`src/rtl/cp0_intc_pkg.sv`:
```
// Shared address map and helpers for the CP0 interrupt/timer unit.
package cp0_intc_pkg;

  localparam logic [3:0] CINT_COUNT    = 4'd0;
  localparam logic [3:0] CINT_CTRL     = 4'd1;
  localparam logic [3:0] CINT_PENDING  = 4'd2;
  localparam logic [3:0] CINT_TSTAT    = 4'd3;
  localparam logic [3:0] CINT_COMPARE0 = 4'd4;

  // Index of the highest set bit; 0 when nothing is set.
  function automatic logic [2:0] prio_enc(input logic [7:0] v);
    logic [2:0] id;
    id = '0;
    for (int unsigned k = 0; k < 8; k++) begin
      if (v[k]) id = 3'(k);
    end
    return id;
  endfunction

endpackage

```
`src/rtl/cp0_intc_sync.sv`:
```
// Multi-flop synchroniser for one asynchronous interrupt line.
module cp0_intc_sync #(
  parameter int unsigned SYNC_STAGES = 2
) (
  input  logic clk,
  input  logic resetn,
  input  logic d,
  output logic q
);

  logic [SYNC_STAGES-1:0] stg;

  always_ff @(posedge clk) begin
    if (!resetn) begin
      stg <= '0;
    end else begin
      stg[0] <= d;
      for (int unsigned k = 1; k < SYNC_STAGES; k++) begin
        stg[k] <= stg[k-1];
      end
    end
  end

  assign q = stg[SYNC_STAGES-1];

endmodule

```
`src/rtl/cp0_intc.sv`:
```
// CP0 interrupt and timer unit: shared Count, N compare channels,
// level/edge hardware lines, software bits and priority encoding.
module cp0_intc
  import cp0_intc_pkg::*;
#(
  parameter int unsigned N_HW        = 6,
  parameter int unsigned N_TIMER     = 1,
  parameter int unsigned TICK_DIV    = 2,
  parameter int unsigned SYNC_STAGES = 2,
  parameter int unsigned TIMER_LINE  = N_HW - 1
) (
  input  logic              clk,
  input  logic              resetn,
  input  logic [N_HW-1:0]   hw_int,
  input  logic              count_stall,
  input  logic              wr_en,
  input  logic [3:0]        addr,
  input  logic [31:0]       wr_data,
  output logic [31:0]       rd_data,
  input  logic [N_HW+1:0]   status_im,
  input  logic              status_ie,
  input  logic              status_exl,
  output logic [N_HW+1:0]   ip,
  output logic              ti,
  output logic              int_sig,
  output logic [2:0]        int_id
);

  localparam int unsigned      DIV_W   = (TICK_DIV > 1) ? $clog2(TICK_DIV) : 1;
  localparam logic [DIV_W-1:0] DIV_MAX = DIV_W'(TICK_DIV - 1);

  logic [31:0]        count;
  logic [DIV_W-1:0]   div;
  logic [31:0]        compare [N_TIMER];
  logic [N_TIMER-1:0] tpend, t_clr, wr_cmp;
  logic [N_HW-1:0]    edge_mode, edge_lat, sync_q, lvl_q, rise, lat_clr;
  logic [N_HW-1:0]    line_pend, hw_pend;
  logic [1:0]         sw;
  logic [N_HW+1:0]    masked;
  logic               wr_count, wr_ctrl, wr_pend, wr_tstat;

  for (genvar j = 0; j < N_HW; j++) begin : g_sync
    cp0_intc_sync #(.SYNC_STAGES(SYNC_STAGES)) u_sync (
      .clk    (clk),
      .resetn (resetn),
      .d      (hw_int[j]),
      .q      (sync_q[j])
    );
  end

  always_comb begin
    wr_count = wr_en && (addr == CINT_COUNT);
    wr_ctrl  = wr_en && (addr == CINT_CTRL);
    wr_pend  = wr_en && (addr == CINT_PENDING);
    wr_tstat = wr_en && (addr == CINT_TSTAT);
    t_clr    = wr_tstat ? wr_data[N_TIMER-1:0] : '0;
    wr_cmp   = '0;
    for (int unsigned i = 0; i < N_TIMER; i++) begin
      wr_cmp[i] = wr_en && (addr == 4'(CINT_COMPARE0 + i));
    end
    lat_clr = wr_pend ? wr_data[N_HW+1:2] : '0;
  end

  // lvl_q doubles as the previous synchronised sample for edge detection.
  assign rise      = sync_q & ~lvl_q;
  assign line_pend = (edge_mode & edge_lat) | (~edge_mode & lvl_q);

  always_comb begin
    hw_pend             = line_pend;
    hw_pend[TIMER_LINE] = line_pend[TIMER_LINE] | ti;
  end

  assign ti      = |tpend;
  assign ip      = {hw_pend, sw};
  assign masked  = ip & status_im;
  assign int_sig = (|masked) & status_ie & ~status_exl;
  assign int_id  = int_sig ? prio_enc(8'(masked)) : '0;

  always_comb begin
    rd_data = '0;
    case (addr)
      CINT_COUNT:   rd_data = count;
      CINT_CTRL:    rd_data = 32'(edge_mode);
      CINT_PENDING: rd_data = 32'(ip);
      CINT_TSTAT:   rd_data = 32'(tpend);
      default:      ;
    endcase
    for (int unsigned i = 0; i < N_TIMER; i++) begin
      if (addr == 4'(CINT_COMPARE0 + i)) rd_data = compare[i];
    end
  end

  always_ff @(posedge clk) begin
    if (!resetn) begin
      count     <= '0;
      div       <= '0;
      tpend     <= '0;
      edge_mode <= '0;
      edge_lat  <= '0;
      lvl_q     <= '0;
      sw        <= '0;
      for (int unsigned i = 0; i < N_TIMER; i++) begin
        compare[i] <= '1;
      end
    end else begin
      lvl_q <= sync_q;
      if (wr_count) begin
        count <= wr_data;
        div   <= '0;
      end else if (!count_stall) begin
        if (div == DIV_MAX) begin
          div   <= '0;
          count <= count + 32'd1;
        end else begin
          div <= div + 1'b1;
        end
      end
      if (wr_ctrl) edge_mode <= wr_data[N_HW-1:0];
      if (wr_pend) sw <= wr_data[1:0];
      // Level-mode lines keep the latch cleared; a new edge beats a W1C.
      edge_lat <= edge_mode & (rise | (edge_lat & ~lat_clr));
      for (int unsigned i = 0; i < N_TIMER; i++) begin
        if (wr_cmp[i]) compare[i] <= wr_data;
        if (t_clr[i] || wr_cmp[i]) tpend[i] <= 1'b0;
        else if (count == compare[i]) tpend[i] <= 1'b1;
      end
    end
  end

endmodule

```
`config.mk`:
```
export PLATFORM = sky130hd
export DESIGN_NAME = cp0_intc
export DESIGN_NICKNAME = d
export VERILOG_FILES = /design/src/rtl/cp0_intc_pkg.sv /design/src/rtl/cp0_intc_sync.sv /design/src/rtl/cp0_intc.sv
export SDC_FILE = /design/constraint.sdc
export NUM_CORES = 1
export LEC_CHECK = 0
export CORE_ASPECT_RATIO = 1.5
export CORE_UTILIZATION = 45
export CTS_BUF_LIST = sky130_fd_sc_hd__clkbuf_8 sky130_fd_sc_hd__clkbuf_16
export CTS_CLUSTER_DIAMETER = 200
export CTS_CLUSTER_SIZE = 25
export DETAILED_ROUTE_END_ITERATION = 8
export GPL_TIMING_DRIVEN = 0
export PLACE_DENSITY = 0.76
export SYNTH_ARGS = -nofsm -noshare
export SYNTH_HDL_FRONTEND = slang
export SYNTH_SLANG_ARGS = --single-unit
export TNS_END_PERCENT = 10
```
`constraint.sdc`:
```
create_clock -name clk -period 3.7 [get_ports clk]
set_clock_uncertainty 0.05 [all_clocks]
set_input_delay 0.74 -clock clk [delete_from_list [all_inputs] [get_ports clk]]
set_output_delay 0.74 -clock clk [all_outputs]
set_load 0.03 [all_outputs]
```
==> results_dict.tcl, run 1 <==
set metrics [dict create \
    dp_slack_ns -1.08 \
    cts.htree.levels 3 \
    path_delay_family "buffers and inverters" \
    portBuffers 99 \
    synth.cell_area_mm2 0.00516 \
    worstPathCellList "clkdlybuf4s50_1 > nor4_4 > buf_4 > a22o_1 > clkdlybuf4s50_1" \
    globalplace.congestion 0.919 \
    hold_violations 0 \
    rsz0062_at_grt "false" \
    maxClockFrequency_mhz 274 \
    tritoncts "done" \
    post_synth_num_cell_types 50 \
    core_area_mm2 0.0111 \
    postSynth.topFlopCell "dfxtp_1" \
    worst_tran_pin_value_ns 0.862 \
    total_power_uw 2380 \
    antenna_cells 0 \
    areal_power_density_over_the_cells_mw_per_mm2 356 \
    clock-root-buffer "clkbuf_16" \
    min-delay-start "g_sync[3].u_sync.stg[0]" \
    drv_slew 0 \
    synth_top_family_by_area "simple AND/OR/NAND/NOR gates" \
    cpMaxStageDelayCell "clkdlybuf4s50_1" \
    outcome "completed" \
    ys_warn_count 0 \
    setup.worst_path.end_class "output port" \
    floorplan.die_area_mm2 0.0119 \
    setup_violations 0 \
    post_synth_xor_area_fraction_pct 10.5 \
    final.min_clock_period_ns 3.64 \
    cap_violations 0 \
    avgViaCountPerCell 5.61 \
    grt_pass1_vias 4699 \
    placedCellCount 797 \
    num_vias 4575 \
    finalWorstSetupSlack_ns 0.0565 \
    reg2reg_from "count[1]" \
    grt_busiest_layer "met2" \
    antenna_left 0 \
    pin_count_of_the_biggest_net_entering_global_routing 33 \
    vdd_ir_drop_max_mv 0.301 \
    globalRouteMet2Util_pct 47.5 \
    path_buf_inv 3 \
    post_dr_wirelength_cell_um 18.3 \
    most_common_cell_after_layout_fill_and_taps_aside "clkdlybuf4s50_1" \
    die_w_um 89.4 \
    yosys-mux-area-fraction_pct 4.42 \
    fin_crit_sh_pct 98.5 \
    timing.hold.worst.class "flop to flop" \
    asyncSetResetFlopFracSynth_pct 0 \
    critical_path_launch_point_type "input pin" \
    globalRoute.totalOverflow 0 \
    clock_sink_count 98 \
    utilization_pct 60.0 \
    mostFrequentLayoutCells "clkdlybuf4s50_1 (68), dfxtp_1 (66), xnor2_1 (58)" \
    cp_data_arrival_time_ns 2.85 \
    critPathMaxFanout 6 \
    timing.critical_path.slowest_cell_delay_ns 0.67 \
    first_iter_violations 281 \
    synth_fa_ha_area_share_pct 0.243 \
    total_track_usage_pct 26.2 \
    synth-seq-cells 98 \
    placementRows 47 \
    final-seq-area_mm2 0.00228 \
    global_route.usage.met1_pct 27.5 \
    grt.met3_usage_pct 5.64 \
    clk_pin_slew_worst_paths_ns 0.07 \
    ys_seq_area_share_pct 44.3 \
    critical_path.most_common_cell "clkdlybuf4s50_1" \
    route.final.wire_length_um 14900 \
    crit_path_kind "input pin to output port" \
    number_of_nets_in_the_finished_design 721 \
    hpwlAfterDp_um 11200 \
    floorplan.die.height_um 133 \
    fin_worst_hold_slack_ns 0.382 \
    fillerInstances 947 \
    startpoint_of_the_worst_setup_timing_path "addr[3]" \
    grt_first_pass_wirelength_um 23200 \
    ctsLongestPathBuffers 2 \
    start_util_pct 46.4 \
    ioPinCount 101 \
    finish.cell_count_without_fillers 816 \
    layout-area-overhead-vs-synth_pct 29.2 \
    cts_made_buffers 9 \
    max-slew-margin-rel_pct 42.3 \
    first_pass_iters 5 \
    synthesized_area_fraction_occupied_by_ao_oa_aoi_and_oai_cells_pct 13.9 \
    synthesis.area_per_instance_um2 9.36 \
    synth-edff-count 32 \
    synth_nets 608 \
    post_route_cells_drive_above_1_share_pct 10.2 \
    multi_input_comb_area_mm2 0.00271 \
    clkLatencyLatePin_ns 0.35 \
    crit_required_ns 2.91 \
    drc 0 \
    cts_hold_buf 0 \
    leakagePower_uw 0.00238 \
    syn-instance-count 551 \
    grt_antenna_before_repair 0 \
    post_synth_and_or_nand_nor_area_fraction_pct 22.7 \
]
## repair_timing
item / CTS / global route
endpoints found under the setup margin: 32 / 1
resized for setup: 43 / 1
setup buffers: 3 / 0
pin swaps: 1 / 0
## layer usage
layer	share of wire, %	vias up
met3	6.0	46
met4	4.4	0
met2	53	189
li1	-	2174
met5	0	-
met1	37	2166
## area by class of cell
| class | count | area share, % |
|---|---|---|
| multi-input combinational | 402 | 40.6 |
| sequential | 98 | 34.2 |
| timing repair buffer | 102 | 14.7 |
| tap | 147 | 2.76 |
| clock buffer | 11 | 3.96 |
| clock inverter | 5 | 0.526 |
| inverter | 9 | 0.507 |
| buffer | 42 | 2.72 |
## Yosys cell counts, types with 2 or more instances
cell type / number / area [um^2]
mux2i_1: 16 / 160
and2_1: 19 / 119
nor4_1: 7 / 43.8
and4_1: 2 / 17.5
nand3_1: 12 / 60.1
and3_1: 3 / 18.8
mux2_2: 4 / 45.0
buf_2: 6 / 30.0
inv_1: 9 / 33.8
nor2b_1: 12 / 75.1
nor3_1: 11 / 55.1
nor4_2: 5 / 62.6
or3_1: 2 / 12.5
dfxtp_1: 66 / 1320
xor2_1: 4 / 35.0
nor2_1: 39 / 146
or2_1: 15 / 93.8
clkbuf_1: 33 / 124
or2_2: 17 / 106
o21ai_0: 25 / 125
a22o_1: 31 / 272
edfxtp_1: 32 / 961
nand4_1: 19 / 119
a21oi_1: 32 / 160
nand2_1: 34 / 128
a211oi_1: 11 / 82.6
buf_1: 2 / 7.51
nand2b_1: 4 / 25.0
xnor2_1: 58 / 508
## where the power goes
part / switching, uW / internal [uW] / total [uW]
sequential: 30.9 / 1150 / 1180
clock: 413 / 516 / 928
combinational: 141 / 126 / 267
total: 584 / 1790 / 2380
## state kept, by name, indices dropped and copies added (netlist names)
register and count:
g_sync.u_sync.stg 12, div 1, sw 2, compare 32
lvl_q 6, count 32, edge_lat 6, ti 1
edge_mode 6
## worst paths after layout
path	to	slack (ns)	depth (start not counted)
min reg2reg	g_sync[3].u_sync.stg[1]	0.38	1
max	rd_data[31]	0.06	5
max reg2reg	count[28]	1.40	7
min	g_sync[3].u_sync.stg[1]	0.38	1
## through the flow
stage	setup TNS, ns	area, um^2
global route	0	6670
finish	0	6670
floorplan	0	5160
global placement	-41.16	6330
CTS	0	6660
detailed placement	-28.48	6330
## worst reg2reg max path: cells and delay by family, from the launching register on
family,cells,cell delay (ns)
flops,1,0.46
buf+inv,1,0.23
compound gates,1,0.08
fa+ha+maj,1,0.27
simple gates,3,0.85
mux,1,0.24
## logic make-up (layout without fill, tap and decap cells)
group	Yosys count	count (layout)
xor+xnor	62	62
buf+inv	51	169
simple gates	209	209
flops	98	98
mux	21	21
fa+ha+maj	1	1
compound gates	109	109
No activity file was read; power rests on OpenSTA's default activity.
==> run 2, diff against run 1 <==
- CORE_ASPECT_RATIO: 1.5 -> 1.4
- SETUP_SLACK_MARGIN: default -> 0.1
- clock period: 3.7 -> 3.4 ns (I/O delays scaled with it)
==> run 2 against run 1 <==
Against the previous run: sequential power rose by 9%; cell count down 0.74%; via count is 0.90% lower; worst setup slack better by 0.14 ns; cell area about the same; power grew 5.0%; non-clock buffer count up 1; clock power shrank 1%; sequential share of layout area about the same; sequential cell count did not move.
==> results_dict.tcl, run 2 (synthesis gave the netlist of run 1 again) <==
set metrics [dict create \
    crit_path_kind "input pin to output port" \
    areal_power_density_over_the_cells_mw_per_mm2 374 \
    timing.critical_path.slowest_cell_delay_ns 0.48 \
    total_track_usage_pct 25.6 \
    clock-root-buffer "clkbuf_16" \
    setup.worst_path.end_class "output port" \
    hold_violations 0 \
    critPathMaxFanout 10 \
    most_common_cell_after_layout_fill_and_taps_aside "dfxtp_1" \
    clkLatencyLatePin_ns 0.35 \
    antenna_left 0 \
    drc 0 \
    post_route_cells_drive_above_1_share_pct 11.5 \
    crit_required_ns 2.67 \
    fin_tns_setup_ns 0 \
    placementRows 45 \
    worstPathCellList "clkbuf_1 > buf_1 > mux2_2 > a22o_1 > clkdlybuf4s15_2" \
    multi_input_comb_area_mm2 0.00271 \
    rsz0062_at_grt "true" \
    portBuffers 99 \
    grt_first_pass_wirelength_um 22900 \
    num_vias 4534 \
    outcome "completed" \
    fillerInstances 954 \
    layout-area-overhead-vs-synth_pct 29.3 \
    first_iter_violations 355 \
    pin_count_of_the_biggest_net_entering_global_routing 33 \
    ioPinCount 101 \
    tritoncts "done" \
    clk_pin_slew_worst_paths_ns 0.06 \
    maxClockFrequency_mhz 312 \
    fin_worst_hold_slack_ns 0.382 \
    post_dr_wirelength_cell_um 18.4 \
    first_pass_iters 5 \
    core_area_mm2 0.0110 \
    path_delay_family "buffers and inverters" \
    ctsLongestPathBuffers 2 \
    final.min_clock_period_ns 3.21 \
    cts_made_buffers 9 \
    cp_data_arrival_time_ns 2.48 \
    mostFrequentLayoutCells "dfxtp_1 (66), clkdlybuf4s50_1 (63), xnor2_1 (58)" \
    cts.htree.levels 3 \
    cap_violations 0 \
    timing.hold.worst.class "flop to flop" \
    die_w_um 92.5 \
    final-seq-area_mm2 0.00228 \
    finish.cell_count_without_fillers 810 \
    max-slew-margin-rel_pct 42.6 \
    start_util_pct 47.0 \
    avgViaCountPerCell 5.60 \
    grt_pass1_vias 4442 \
    critical_path_launch_point_type "input pin" \
    worst_tran_pin_value_ns 0.858 \
    cts_hold_buf 0 \
    fin_crit_sh_pct 94.3 \
    largest_registers "compare: 32 flops, count: 32 flops, g_sync.u_sync.stg: 12 flops" \
    clock_sink_count 98 \
    hpwlAfterDp_um 11100 \
    setup_violations 0 \
    route.final.wire_length_um 14900 \
    number_of_nets_in_the_finished_design 722 \
    grt_antenna_before_repair 1 \
    total_power_uw 2490 \
    floorplan.die_area_mm2 0.0119 \
    globalRoute.totalOverflow 0 \
    antenna_cells 0 \
    path_buf_inv 3 \
    floorplan.die.height_um 129 \
    cpMaxStageDelayCell "buf_1" \
    placedCellCount 791 \
    leakagePower_uw 0.00230 \
    vdd_ir_drop_max_mv 0.263 \
    globalplace.congestion 0.907 \
    drv_slew 0 \
]
[run 2: cell types whose count changed in the layout (fill, tap and decap cells not counted), moves of 2 or more]
cell	change
clkinv_1	+3
clkdlybuf4s15_2	+12
dlygate4sd2_1	-16
clkdlybuf4s50_1	-5
clkinvlp_4	-2
clkdlybuf4s15_1	+9
[run 2: cell type report]
| class | instances | area share (%) |
|---|---|---|
| Buffer | 42 | 2.85 |
| Clock buffer | 10 | 3.58 |
| Clock inverter | 5 | 0.319 |
| Inverter | 9 | 0.506 |
| Multi-Input combinational cell | 402 | 40.6 |
| Sequential cell | 98 | 34.2 |
| Tap cell | 141 | 2.64 |
| Timing Repair Buffer | 103 | 15.3 |
[run 2: per-layer routing]
metal  global-route usage [%]  vias up  part of all wire [%]
met3                     4.55       44                   6.7
met2                     48.4      200                    53
met5                        0        -                     0
met1                     26.9     2119                    37
met4                     12.7        0                   3.7
li1                         -     2171                     -
[run 2: worst paths after layout]
kind | from | endpoint | slack, ns | depth (start not counted)
min reg2reg | g_sync[5].u_sync.stg[0] | g_sync[5].u_sync.stg[1] | 0.38 | 1
max reg2reg | count[0] | count[26] | 1.06 | 7
max | addr[1] | rd_data[7] | 0.19 | 5
min | g_sync[5].u_sync.stg[0] | g_sync[5].u_sync.stg[1] | 0.38 | 1
[run 2: metrics by stage]
step / cell area [um^2] / worst slack, ns / util, %
6_report: 6670 / 0.193 / 60.8
5_1_grt: 6670 / 0.0699 / 60.8
4_1_cts: 6670 / 0.102 / 60.7
3_5_place_dp: 6330 / -1.22 / 57.6
3_3_place_gp: 6320 / -1.22 / 57.6
2_1_floorplan: 5160 / 0.216 / -
[run 2: power breakdown]
group	internal (uW)	switching, uW
sequential	1250	34.1
clock	501	414
combinational	139	154
total	1890	602
[run 2: what timing repair did]
item                                    in CTS  in global routing
gates resized for setup                     81                  3
hold endpoints to repair                     0                  0
pin swaps                                    1                  0
endpoints found under the setup margin      65                 28
setup buffers                                4                  0
